**config.mk**
```make
export PLATFORM = sky130hd
export DESIGN_NAME = logical_pipe
export DESIGN_NICKNAME = d
export VERILOG_FILES = /design/src/rtl/alu_pkg.sv /design/src/rtl/logical_core.sv /design/src/rtl/logical_pipe.sv
export SDC_FILE = /design/constraint.sdc
export NUM_CORES = 1
export LEC_CHECK = 0
export CORE_UTILIZATION = 53
export CTS_CLUSTER_DIAMETER = 150
export DETAILED_ROUTE_END_ITERATION = 6
export PLACE_DENSITY = 0.82
export SLEW_MARGIN = 20
export SYNTH_ARGS = -nofsm -noshare
export SYNTH_HDL_FRONTEND = slang
export SYNTH_SLANG_ARGS = --single-unit
```
**constraint.sdc**
```tcl
create_clock -name clk -period 2.15 [get_ports clk]
set_input_delay 0.43 -clock clk [delete_from_list [all_inputs] [get_ports clk]]
set_output_delay 0.43 -clock clk [all_outputs]
set_load 0.02 [all_outputs]
```
**src/rtl/alu_pkg.sv**
```systemverilog
// Shared definitions for the logical pipeline: function-select encoding and
// the width helper used for the occupancy counter.
package alu_pkg;

    // Function-select encoding applied when the upper-immediate mode is off.
    typedef enum logic [2:0] {
        LF_AND  = 3'b000,
        LF_OR   = 3'b001,
        LF_XOR  = 3'b010,
        LF_NOR  = 3'b011,
        LF_ANDN = 3'b100,
        LF_ORN  = 3'b101,
        LF_CLZ  = 3'b110,
        LF_CLO  = 3'b111
    } lf_e;

    // Bits needed to hold an occupancy value from 0 to depth inclusive.
    function automatic int count_w(input int depth);
        return $clog2(depth + 1);
    endfunction

endpackage

```
**src/rtl/logical_core.sv**
```systemverilog
// Combinational logical unit: bitwise functions, leading-zero/one counts and
// the upper-immediate load.
// Build option: LOGICAL_PIPE_CLZ_EN enables the leading-run counters; without
// it, af 110/111 (with i=0) produce res=0 and flag illegal.
module logical_core
    import alu_pkg::*;
#(
    parameter int N     = 32,
    parameter int IMM_W = N / 2
) (
    input  logic [N-1:0] a,
    input  logic [N-1:0] b,
    input  logic [2:0]   af,
    input  logic         i,
    output logic [N-1:0] res,
    output logic         zero,
    output logic         illegal
);

`ifdef LOGICAL_PIPE_CLZ_EN
    // Length of the run of bit_val starting at the MSB, zero-extended to N.
    function automatic logic [N-1:0] lead_run(input logic [N-1:0] v, input logic bit_val);
        logic [N-1:0] run;
        logic         stop;
        run  = '0;
        stop = 1'b0;
        for (int k = N - 1; k >= 0; k--) begin
            if (!stop) begin
                if (v[k] == bit_val) begin
                    run = run + N'(1);
                end else begin
                    stop = 1'b1;
                end
            end
        end
        return run;
    endfunction
`endif

    // Operation select; the immediate mode overrides the function code.
    always_comb begin
        res     = '0;
        illegal = 1'b0;
        if (i) begin
            res = b << (N - IMM_W);
        end else begin
            case (af)
                LF_AND:  res = a & b;
                LF_OR:   res = a | b;
                LF_XOR:  res = a ^ b;
                LF_NOR:  res = ~(a | b);
                LF_ANDN: res = a & ~b;
                LF_ORN:  res = a | ~b;
                LF_CLZ: begin
`ifdef LOGICAL_PIPE_CLZ_EN
                    res = lead_run(a, 1'b0);
`else
                    illegal = 1'b1;
`endif
                end
                LF_CLO: begin
`ifdef LOGICAL_PIPE_CLZ_EN
                    res = lead_run(a, 1'b1);
`else
                    illegal = 1'b1;
`endif
                end
            endcase
        end
        zero = (res == '0);
    end

endmodule

```
**src/rtl/logical_pipe.sv**
```systemverilog
// Pipelined logical unit: the operation is evaluated ahead of stage 0, later
// stages only carry the result. Bubble-collapsing valid/ready pipeline.
// Build option: LOGICAL_PIPE_CLZ_EN (passed through to logical_core).
//
// Handshake: an operation transfers on a rising edge where in_valid && in_ready;
// a result transfers where out_valid && out_ready. The producer holds its inputs
// until accepted; res/zero/illegal stay stable while out_valid && !out_ready.
// flush drops everything in flight (and any offer in that cycle) at the next edge.
module logical_pipe
    import alu_pkg::*;
#(
    parameter int N      = 32,
    parameter int STAGES = 2,
    parameter int IMM_W  = N / 2
) (
    input  logic                         clk,
    input  logic                         rst_n,
    input  logic                         flush,
    input  logic                         in_valid,
    output logic                         in_ready,
    input  logic [N-1:0]                 a,
    input  logic [N-1:0]                 b,
    input  logic [2:0]                   af,
    input  logic                         i,
    output logic                         out_valid,
    input  logic                         out_ready,
    output logic [N-1:0]                 res,
    output logic                         zero,
    output logic                         illegal,
    output logic [count_w(STAGES)-1:0]   count
);

    localparam int CW = count_w(STAGES);

    logic [N-1:0]      core_res;
    logic              core_zero;
    logic              core_ill;

    logic [STAGES-1:0] valid;
    logic [STAGES-1:0] adv;
    logic [STAGES-1:0] st_zero;
    logic [STAGES-1:0] st_ill;
    logic [N-1:0]      st_res [STAGES];

    logic [STAGES-1:0] prev_valid;
    logic [STAGES-1:0] prev_zero;
    logic [STAGES-1:0] prev_ill;
    logic [N-1:0]      prev_res [STAGES];

    logic              accept;
    logic              retire;

    logical_core #(
        .N     (N),
        .IMM_W (IMM_W)
    ) u_core (
        .a       (a),
        .b       (b),
        .af      (af),
        .i       (i),
        .res     (core_res),
        .zero    (core_zero),
        .illegal (core_ill)
    );

    assign in_ready  = !flush && adv[0];
    assign accept    = in_valid && in_ready;
    assign out_valid = valid[STAGES-1];
    assign retire    = out_valid && out_ready;
    assign res       = st_res[STAGES-1];
    assign zero      = st_zero[STAGES-1];
    assign illegal   = st_ill[STAGES-1];

    // Stage k may move when some stage from k to the output has a hole, or the consumer takes the result.
    always_comb begin
        logic tail_full;
        tail_full = 1'b1;
        adv       = '0;
        for (int k = STAGES - 1; k >= 0; k--) begin
            tail_full = tail_full & valid[k];
            adv[k]    = out_ready | ~tail_full;
        end
    end

    // Feed of each stage: the core output for stage 0, the previous stage otherwise.
    always_comb begin
        prev_valid = '0;
        prev_zero  = '0;
        prev_ill   = '0;
        for (int k = 0; k < STAGES; k++) begin
            prev_res[k] = '0;
        end
        prev_valid[0] = accept;
        prev_res[0]   = core_res;
        prev_zero[0]  = core_zero;
        prev_ill[0]   = core_ill;
        for (int k = 1; k < STAGES; k++) begin
            prev_valid[k] = valid[k-1];
            prev_res[k]   = st_res[k-1];
            prev_zero[k]  = st_zero[k-1];
            prev_ill[k]   = st_ill[k-1];
        end
    end

    // Stage valid bits: cleared by reset or flush, otherwise shifted where a stage advances.
    always_ff @(posedge clk or negedge rst_n) begin
        if (!rst_n) begin
            valid <= '0;
        end else if (flush) begin
            valid <= '0;
        end else begin
            for (int k = 0; k < STAGES; k++) begin
                if (adv[k]) begin
                    valid[k] <= prev_valid[k];
                end
            end
        end
    end

    // Stage payloads: only overwritten by a valid entry, so an idle output keeps its last value.
    always_ff @(posedge clk or negedge rst_n) begin
        if (!rst_n) begin
            st_zero <= '1;
            st_ill  <= '0;
            for (int k = 0; k < STAGES; k++) begin
                st_res[k] <= '0;
            end
        end else begin
            for (int k = 0; k < STAGES; k++) begin
                if (adv[k] && prev_valid[k]) begin
                    st_res[k]  <= prev_res[k];
                    st_zero[k] <= prev_zero[k];
                    st_ill[k]  <= prev_ill[k];
                end
            end
        end
    end

    // Occupancy: up on accept only, down on retire only, cleared by flush.
    always_ff @(posedge clk or negedge rst_n) begin
        if (!rst_n) begin
            count <= '0;
        end else if (flush) begin
            count <= '0;
        end else begin
            case ({accept, retire})
                2'b10:   count <= count + CW'(1);
                2'b01:   count <= count - CW'(1);
                default: count <= count;
            endcase
        end
    end

endmodule

```
==> impl_metrics.json <==
{
  "clock_skew_ps": 8.774,
  "finalCriticalPeriod_ps": 2162,
  "synth_top_area_share_pct": 30.96,
  "wl_per_cell_um": 20.04,
  "crit_start": "a[23]",
  "post-route-period-util_pct": 100.6,
  "synth_seq_cells": 72,
  "violations": "negative setup slack",
  "initial_core_util_pct": 54.81,
  "syn-cell-area_sq_um": 5658,
  "grt_pass1_wl_mm": 27.57,
  "cp-start-kind": "input pin",
  "layout-drive-gt1-share_pct": 36.85,
  "globalRouteOverflowTotal": 0,
  "postCtsHoldBufs": 0,
  "antenna_cells": 0,
  "dr.pass1.iters": 5,
  "synthTopCellsByArea": "dfrtp_1, ha_1, mux2_2",
  "fmax_mhz": 462.5,
  "r2r_setup_slack_ps": 160,
  "cts_buffer_depth": 2,
  "crit_fanout": 2,
  "synth_edf_count": 0,
  "finalNonFillerCells": 969,
  "drc": 0,
  "netlist-cell-type-count": 60,
  "tightest_slew_ps": 568.5,
  "pre_cts_ws_ps": -671.6,
  "critPathKind": "input pin to register",
  "synth_compound_area_share_pct": 16.96,
  "dieArea_sq_um": 11090,
  "num_rows": 37,
  "place_inst": 938,
  "synth_commonest_cells": "dfrtp_1, inv_1, ha_1",
  "final_net_count": 965,
  "grt_pass1_vias": 5777,
  "cts_buffers": 9,
  "avgSynthCellArea_sq_um": 10.05,
  "root_buffer": "clkbuf_8",
  "hold_violations": 0,
  "cts_sinks": 72,
  "critPathArrivalTime_ps": 2460,
  "dp_hpwl_mm": 13.35,
  "h-tree-depth": 3,
  "antenna_found_initial": 0,
  "routed_via_density": 5.795,
  "synthMuxAreaShare_pct": 14.99,
  "yosysMostFrequentCell": "dfrtp_1",
  "syn_to_final_growth_pct": 52.83,
  "die_x_um": 105.3,
  "slew_violations": 0,
  "portBuffers": 110,
  "yosys_warnings": 0,
  "holdCritPathClass": "input pin to async pin",
  "ir_drop_v": 0.0006593,
  "synth-xor-area-share_pct": 5.263,
  "clock_latency_ps": 350,
  "syn_inst": 563,
  "coreArea_sq_um": 10320,
  "slew_headroom_pct": 61.96,
  "synth.net_count": 700,
  "place_congestion": 0.8614,
  "ant_nets": 0,
  "cp-end-kind": "register",
  "grt_max_degree": 73,
  "tritoncts": "built",
  "clk_pin_slew_worst_paths_ps": 70,
  "synth_top_family_by_area": "compound AO/OA/AOI/OAI gates",
  "grt_util_all_layers_pct": 31.73,
  "drt_first_iter_violations": 241,
  "ys_async_sr_fraction_pct": 100.0,
  "synthSimpleGateAreaFrac_pct": 7.320,
  "vias": 5615,
  "whs_ps": 97.95,
  "fin_util_pct": 83.76,
  "p_leak_nw": 4.498,
  "synthAdderAreaFrac_pct": 14.15,
  "ys.flop_type": "dfrtp_1",
  "finalWorstSetupSlack_ps": -12.38,
  "synth_seq_area_share_pct": 31.89,
  "wirelength_mm": 19.42,
  "outcome": "finished with violations",
  "die_h_um": 105.3,
  "yosysTopAreaCell": "dfrtp_1",
  "maxCapViolations": 0,
  "r2r_start": "valid[1]$_DFFE_PN0P_",
  "power_w": 0.004748,
  "required_ps": 2450,
  "setup_viol": 1,
  "p_per_area_nw_per_um2": 549.1,
  "pin_count": 111
}
## cells in the final DEF (no fill, tap or decap), types with 16 or more instances in the layout
cell / netlist / final
xnor2_1: 18 / 18
nand2_1: 26 / 26
buf_4: 6 / 172
inv_1: 65 / 51
dfrtp_1: 70 / 70
o21ai_0: 18 / 18
mux2_2: 42 / 41
mux2i_1: 36 / 33
clkdlybuf4s50_1: 0 / 70
dlymetal6s2s_1: 0 / 36
xor2_1: 16 / 16
ha_1: 64 / 62
## sequential cells by signal, summed over array words and instances (netlist names)
name      cells
prev_res     32
res          32
count         2
st_ill        2
st_zero       2
valid         2
## what timing repair did
action,in CTS,in global routing
endpoints found under the setup margin,3,4
gates cloned,0,0
pin swaps,2,51
buffers inserted,1,14
resized for setup,6,98
## final timing paths
kind	endpoint	cells after the start
max in group asynchronous	st_zero[0]$_DFFE_PN1P_	2
min	res[28]$_DFFE_PN0P_	2
max	st_zero[0]$_DFFE_PN1P_	10
min in group clk	prev_res[26]$_DFFE_PN0P_	2
max reg2reg	prev_res[3]$_DFFE_PN0P_	6
min reg2reg	prev_res[26]$_DFFE_PN0P_	2
## logic make-up (layout without fill, tap and decap cells)
logic type	count (synthesis)	in the layout
muxes	79	79
AOI/OAI and AO/OA	129	129
xor gates and xnor gates	34	34
DFF	72	72
adders and majority gates	64	64
and+or+nand+nor	82	82
buffers and inverters	103	373
## layout make-up
class | instances | area, sq um
clock buffers | 14 | 192.7
multi-input cells | 388 | 3602
inverters | 67 | 256.5
well taps | 136 | 170.2
repair buffers | 290 | 2611
fillers | 566 | 1677
clock inverters | 2 | 10.01
flip-flops and latches | 72 | 1804
## through the flow
stage                     cell area, sq um  setup TNS [ps]
after floorplan                       5658               0
after global placement                7951           -4131
after detailed placement              7951           -6944
after CTS                             8182          -164.4
after global routing                  8647          -111.9
final                                 8647          -12.38
## critical path, stage by stage
cell and delay (ps):
clkdlybuf4s50_1 470, inv_1 80, ha_1 330, mux2i_1 140, o22ai_1 90, a21o_1 190
mux2i_2 200, nand2_1 90, nor4b_2 250, a32o_2 200
## power breakdown
group / leakage [nW] / switching, W / internal [W]
clock network: 0.108 / 0.000493 / 0.000573
registers: 0.925 / 0.000157 / 0.00157
logic: 3.46 / 0.000931 / 0.00102
total: 4.50 / 0.00158 / 0.00317
## layer usage
| metal | track usage [%] | part of all wire [%] | up-vias |
|---|---|---|---|
| met5 | 0 | 0 | - |
| met1 | 36.44 | 39 | 2718 |
| met4 | 13.08 | 4.2 | 0 |
| met3 | 5.690 | 5.2 | 75 |
| li1 | - | - | 2553 |
| met2 | 57.75 | 52 | 269 |
Note: power is estimated with default switching activity, not from simulation.
==> RTL edit 1, RTL diff (config.mk and constraints unchanged) <==
Make the reset (`rst_n`) synchronous in 3 clocked blocks.
--- a/src/rtl/logical_pipe.sv
+++ b/src/rtl/logical_pipe.sv
@@ -104,5 +104,5 @@
 
     // Stage valid bits: cleared by reset or flush, otherwise shifted where a stage advances.
-    always_ff @(posedge clk or negedge rst_n) begin
+    always_ff @(posedge clk) begin
         if (!rst_n) begin
             valid <= '0;
@@ -119,5 +119,5 @@
 
     // Stage payloads: only overwritten by a valid entry, so an idle output keeps its last value.
-    always_ff @(posedge clk or negedge rst_n) begin
+    always_ff @(posedge clk) begin
         if (!rst_n) begin
             st_zero <= '1;
@@ -138,5 +138,5 @@
 
     // Occupancy: up on accept only, down on retire only, cleared by flush.
-    always_ff @(posedge clk or negedge rst_n) begin
+    always_ff @(posedge clk) begin
         if (!rst_n) begin
             count <= '0;
Behaviour: differs if rst_n is asserted again (counterexample within 4 cycles, from zero or initial values and one cycle with rst_n low); with rst_n held inactive, the same outputs for 10 cycles.
==> RTL edit 1 against the unedited design <==
The flow still finishes with violations (setup timing); design area rose by 3.3%; critical path type unchanged; synthesized area increased by 0.97%; core utilization increased by 2.4 points; total power decreased by 13%; sequential cell count stayed put; register-to-register slack better by 120 ps; setup slack worse by 130 ps; clock skew up 4.9 ps; wire length increased by 3.3%.
==> RTL edit 1: results (changes against the unedited design) <==
===========================================================================
Outcome                                                        finished with violations   unchanged
Violated checks                                                setup timing   unchanged
Cell family with most CP delay                                 compound AO/OA/AOI/OAI gates   was buffers and inverters
Class of the worst hold path                                   register to register   was input pin to asynchronous set/reset pin
Setup violations, final                                                   1   unchanged
Number of flops mapped to enable cells by yosys                          64   was 0
Final non-filler cell area                                         8930 µm²   was 8650 µm²
Clock tree skew after final layout                                  13.7 ps   was 8.77 ps
Ranking of synthesized cells by area                           sky130_fd_sc_hd__edfxtp_1, sky130_fd_sc_hd__ha_1, sky130_fd_sc_hd__xnor2_1   was sky130_fd_sc_hd__dfrtp_1, sky130_fd_sc_hd__ha_1, sky130_fd_sc_hd__mux2_2
Adder and majority gate portion of the synthesized area               0.142   about the same
Routability cong.                                                     0.946   was 0.861
Count of plain and timing-repair buffers                                311   was 290
Final WL                                                            20.1 mm   was 19.4 mm
Setup TNS Final                                                     -140 ps   was -12.4 ps
Crit-path max cell delay                                             510 ps   was 470 ps
Multi-input gate area in the final layout                          3510 µm²   was 3600 µm²
Count of cell types in the netlist                                       54   was 60
Startpoint of the most critical register-to-register path          valid[1]   unchanged
Proportion of layout cells with a drive suffix above 1                0.377   was 0.369
Signal buf overhead                                                   0.307   was 0.302
Signal arrival time at the worst endpoint                           2540 ps   was 2460 ps
Net total in the final layout                                           994   was 965
Transition at the pin with the smallest max-transition slack         811 ps   was 569 ps
Final setup slack of the worst path                                 -140 ps   was -12.4 ps
Count of non-CTS inverters in the layout                                 66   was 67
Mean post-synth cell area                                          9.92 µm²   was 10.0 µm²
Sequential cell area fraction in the yosys report                     0.364   was 0.319
Dpl cells                                                               939   was 938
Register-to-Register Path Depth                                           7   was 6
Multi-input combinational cell count                                    396   was 388
Wire length of the first global-routing pass                        25.7 mm   was 27.6 mm
Filler instances                                                        475   was 566
Portion of netlist area occupied by mux cells                        0.0385   was 0.150
Overall track demand over capacity in global routing                  0.294   was 0.317
P_seq                                                             0.00163 W   was 0.00173 W
===========================================================================
==> RTL edit 1: cell types whose count changed after synthesis, sizes merged, moves of 9 or more <==
cell    unedited run  this run
xnor2             18        29
a22o              10         0
a22oi              1        12
o21ai             19         7
mux2              43         0
nor3               3        21
mux2i             36        22
nor2              18        43
and3               1        32
dfrtp             70         0
xor2              16         1
clkbuf             7        16
edfxtp             0        64
==> RTL edit 1: metal layers <==
layer | vias to the layer above | track usage | share of wire
met5 | - | 0 | 0
met4 | 0 | 0.160 | 0.066
met3 | 147 | 0.0315 | 0.083
met2 | 486 | 0.552 | 0.50
met1 | 2857 | 0.321 | 0.35
li1 | 2652 | - | -
==> RTL edit 1: how the worst min path moves through the flow <==
stage                     from         end  slack [ps]  cells past startpoint
CTS                 st_zero[1]  st_zero[1]         490                      2
global placement      count[1]    count[1]         470                      2
global route          count[1]    count[1]         540                      2
floorplan           st_zero[0]  st_zero[1]         440                      2
detailed placement  st_zero[1]  st_zero[1]         470                      2
finish                count[1]    count[1]         490                      2
==> RTL edit 1: what timing repair did <==
| action | 4_1_cts | 5_1_grt |
|---|---|---|
| hold buffers | 0 | 0 |
| gates resized for setup | 58 | 125 |
| gates cloned | 0 | 2 |
| pin swaps | 39 | 56 |
| setup endpoints to repair | 2 | 3 |
| buffers inserted | 20 | 21 |
==> RTL edit 1: worst reg2reg max path: stages, from the launching register on <==
cell                      delay [ps]
sky130_fd_sc_hd__dfxtp_1         340
sky130_fd_sc_hd__nor2b_1         160
sky130_fd_sc_hd__a21oi_1         200
sky130_fd_sc_hd__nand2_1         160
sky130_fd_sc_hd__nand2_1         150
sky130_fd_sc_hd__nand2_1         110
sky130_fd_sc_hd__buf_12          190
sky130_fd_sc_hd__nor3_1          340
==> RTL edit 2, RTL diff (same flow settings) <==
Made on the original files. `N` is set to 32 in 2 places; all go to 64.
--- a/src/rtl/logical_core.sv
+++ b/src/rtl/logical_core.sv
@@ -6,5 +6,5 @@
     import alu_pkg::*;
 #(
-    parameter int N     = 32,
+    parameter int N     = 64,
     parameter int IMM_W = N / 2
 ) (
--- a/src/rtl/logical_pipe.sv
+++ b/src/rtl/logical_pipe.sv
@@ -10,5 +10,5 @@
     import alu_pkg::*;
 #(
-    parameter int N      = 32,
+    parameter int N      = 64,
     parameter int STAGES = 2,
     parameter int IMM_W  = N / 2
Interface: changed (resized a, b and res); port bits go from 111 to 207. The function was not compared with the original's and may differ.
==> RTL edit 2 against the unedited design <==
The run ends with DRC, setup timing left; register-to-register slack worse by 190 ps; wire length up 120%; count of clock-buffer cells in the layout up 4; cell count up 91%; sequential cell count up 64; setup slack worse by 99 ps; total power up 110%; sequential power up 89%; design area up 87%; synthesized area up 87%; fmax down 4.4%; synthesized cell count up 98%; clock power rose to 2.7 times the old value; core utilization down 1.0 points; critical path type unchanged; largest cell class unchanged; highest routed layer is now met5.
==> RTL edit 2: results (changes against the unedited design) <==
===========================================================================
Outcome                                                        finished with violations   unchanged
Violated checks                                                DRC, setup timing   was setup timing
Clock buffer count from CTS                                              17   was 9
Fraction of power spent switching nets                                0.355   was 0.333
IR drop worst, VDD                                                 0.664 mV   was 0.659 mV
Clock tree skew after final layout                                  11.8 ps   was 8.77 ps
Leak Pwr                                                            8.09 nW   was 4.50 nW
Post-placement cell area                                          15000 µm²   was 7950 µm²
Grt met3 use                                                          0.100   was 0.0569
Setup violations, final                                                   1   unchanged
Number of remaining DRC errors                                            5   was 0
Global-route met2 utilization                                         0.676   was 0.578
Drt pass-1 iters                                                          7   was 5
Initial antenna violation count                                           1   was 0
Top cells by count, synth                                      sky130_fd_sc_hd__dfrtp_1, sky130_fd_sc_hd__inv_1, sky130_fd_sc_hd__ha_1, sky130_fd_sc_hd__nand2_1, sky130_fd_sc_hd__mux2_2   was sky130_fd_sc_hd__dfrtp_1, sky130_fd_sc_hd__inv_1, sky130_fd_sc_hd__ha_1, sky130_fd_sc_hd__mux2_2, sky130_fd_sc_hd__mux2i_1
Worst-Skew Late Latency                                              440 ps   was 350 ps
Iteration-0 DRC Markers                                                1213   was 241
Class of the worst hold path                                   register to register   was input pin to asynchronous set/reset pin
Clock root cell                                                sky130_fd_sc_hd__clkbuf_16   was sky130_fd_sc_hd__clkbuf_8
H-tree depth                                                              4   was 3
Syn Nets                                                               1378   was 700
Ranking of synthesized cells by area                           sky130_fd_sc_hd__dfrtp_1, sky130_fd_sc_hd__ha_1, sky130_fd_sc_hd__mux2_2   unchanged
DP HPWL                                                             29.2 mm   was 13.3 mm
Routed wire per std cell                                            23.4 µm   was 20.0 µm
Final setup slack of the worst path                                 -111 ps   was -12.4 ps
Filler instances                                                       1071   was 566
Signal arrival time at the worst endpoint                           2650 ps   was 2460 ps
Net total in the final layout                                          1841   was 965
Mean post-synth cell area                                          9.53 µm²   was 10.0 µm²
Number of vias after detailed routing                                 11500   was 5615
IO Port Bufs                                                            206   was 110
Wire length of the first global-routing pass                        63.3 mm   was 27.6 mm
Transition at the pin with the smallest max-transition slack         596 ps   was 569 ps
Overall track demand over capacity in global routing                  0.410   was 0.317
Setup TNS Final                                                     -111 ps   was -12.4 ps
Sequential cell area fraction in the yosys report                     0.321   was 0.319
===========================================================================
## RTL edit 2: cell types whose count changed in the layout (fill, tap and decap cells not counted), sizes merged, moves of 32 or more
cell,change
clkdlybuf4s50,+78
dfrtp,+64
ha,+64
inv,+72
buf,+137
dlygate4sd2,+32
o21ai,+46
nand2,+52
## RTL edit 2: final timing paths
kind / slack [ps] / from / to / depth (start not counted)
worst max register to register: -30 / valid[0] / st_zero[0] / 7
worst min register to register: 500 / prev_res[41] / prev_res[41] / 2
min in group asynchronous: 530 / rst_n / res[46] / 2
max in group asynchronous: 930 / rst_n / res[19] / 3
worst min-delay path: 500 / prev_res[41] / prev_res[41] / 2
worst max-delay path: -110 / in_valid / st_zero[0] / 8
## RTL edit 2: cell families (layout without fill, tap and decap cells)
kind of cell | after synthesis | after routing | share of synthesized area
AOI/OAI and AO/OA | 268 | 268 | 0.179
buffers and inverters | 211 | 687 | 0.0822
and+or+nand+nor | 164 | 164 | 0.0714
muxes | 141 | 141 | 0.142
DFF | 136 | 136 | 0.321
adders and majority gates | 128 | 128 | 0.151
xor gates and xnor gates | 65 | 65 | 0.0537
## RTL edit 2: timing repair
action | CTS | global route
endpoints found under the hold margin | 43 | 0
gates cloned | 0 | 0
hold buffers | 1 | 0
setup buffers | 13 | 8
endpoints found under the setup margin | 11 | 5
pin swaps | 40 | 33
resized for setup | 100 | 69
## RTL edit 2: worst max-delay path, cell delays in order
cell and delay (ps):
sky130_fd_sc_hd__clkdlybuf4s50_1 470, sky130_fd_sc_hd__nor2b_2 210, sky130_fd_sc_hd__nand2_2 120, sky130_fd_sc_hd__a2111o_1 430, sky130_fd_sc_hd__nor4b_4 250, sky130_fd_sc_hd__nand4_1 190
sky130_fd_sc_hd__nor4_1 330, sky130_fd_sc_hd__a32o_2 210
## RTL edit 2: cell type report
| cell class | count | area (µm²) | area share |
|---|---|---|---|
| tap | 265 | 332 | 0.0205 |
| multi-input combinational | 766 | 6800 | 0.421 |
| sequential | 136 | 3410 | 0.211 |
| inverter | 133 | 500 | 0.0310 |
| clock buffer | 18 | 439 | 0.0272 |
| timing repair buffer | 522 | 4550 | 0.282 |
| clock inverter | 14 | 129 | 0.00798 |
## RTL edit 2: per-layer routing
metal | share of wire | up-vias
met3 | 0.10 | 294
li1 | - | 4916
met2 | 0.46 | 859
met5 | 0.00032 | -
met4 | 0.074 | 2
met1 | 0.36 | 5441
## RTL edit 2: power by group through the flow
stage / registers [W] / logic, W / clock network [W]
after global placement: 0.00325 / 0.00322 / 0
after detailed placement: 0.00328 / 0.00334 / 0
after global routing: 0.00329 / 0.00387 / 0.00299
final: 0.00327 / 0.00368 / 0.00290
after floorplan: 0.00351 / 0.00127 / 0
after CTS: 0.00325 / 0.00346 / 0.00286
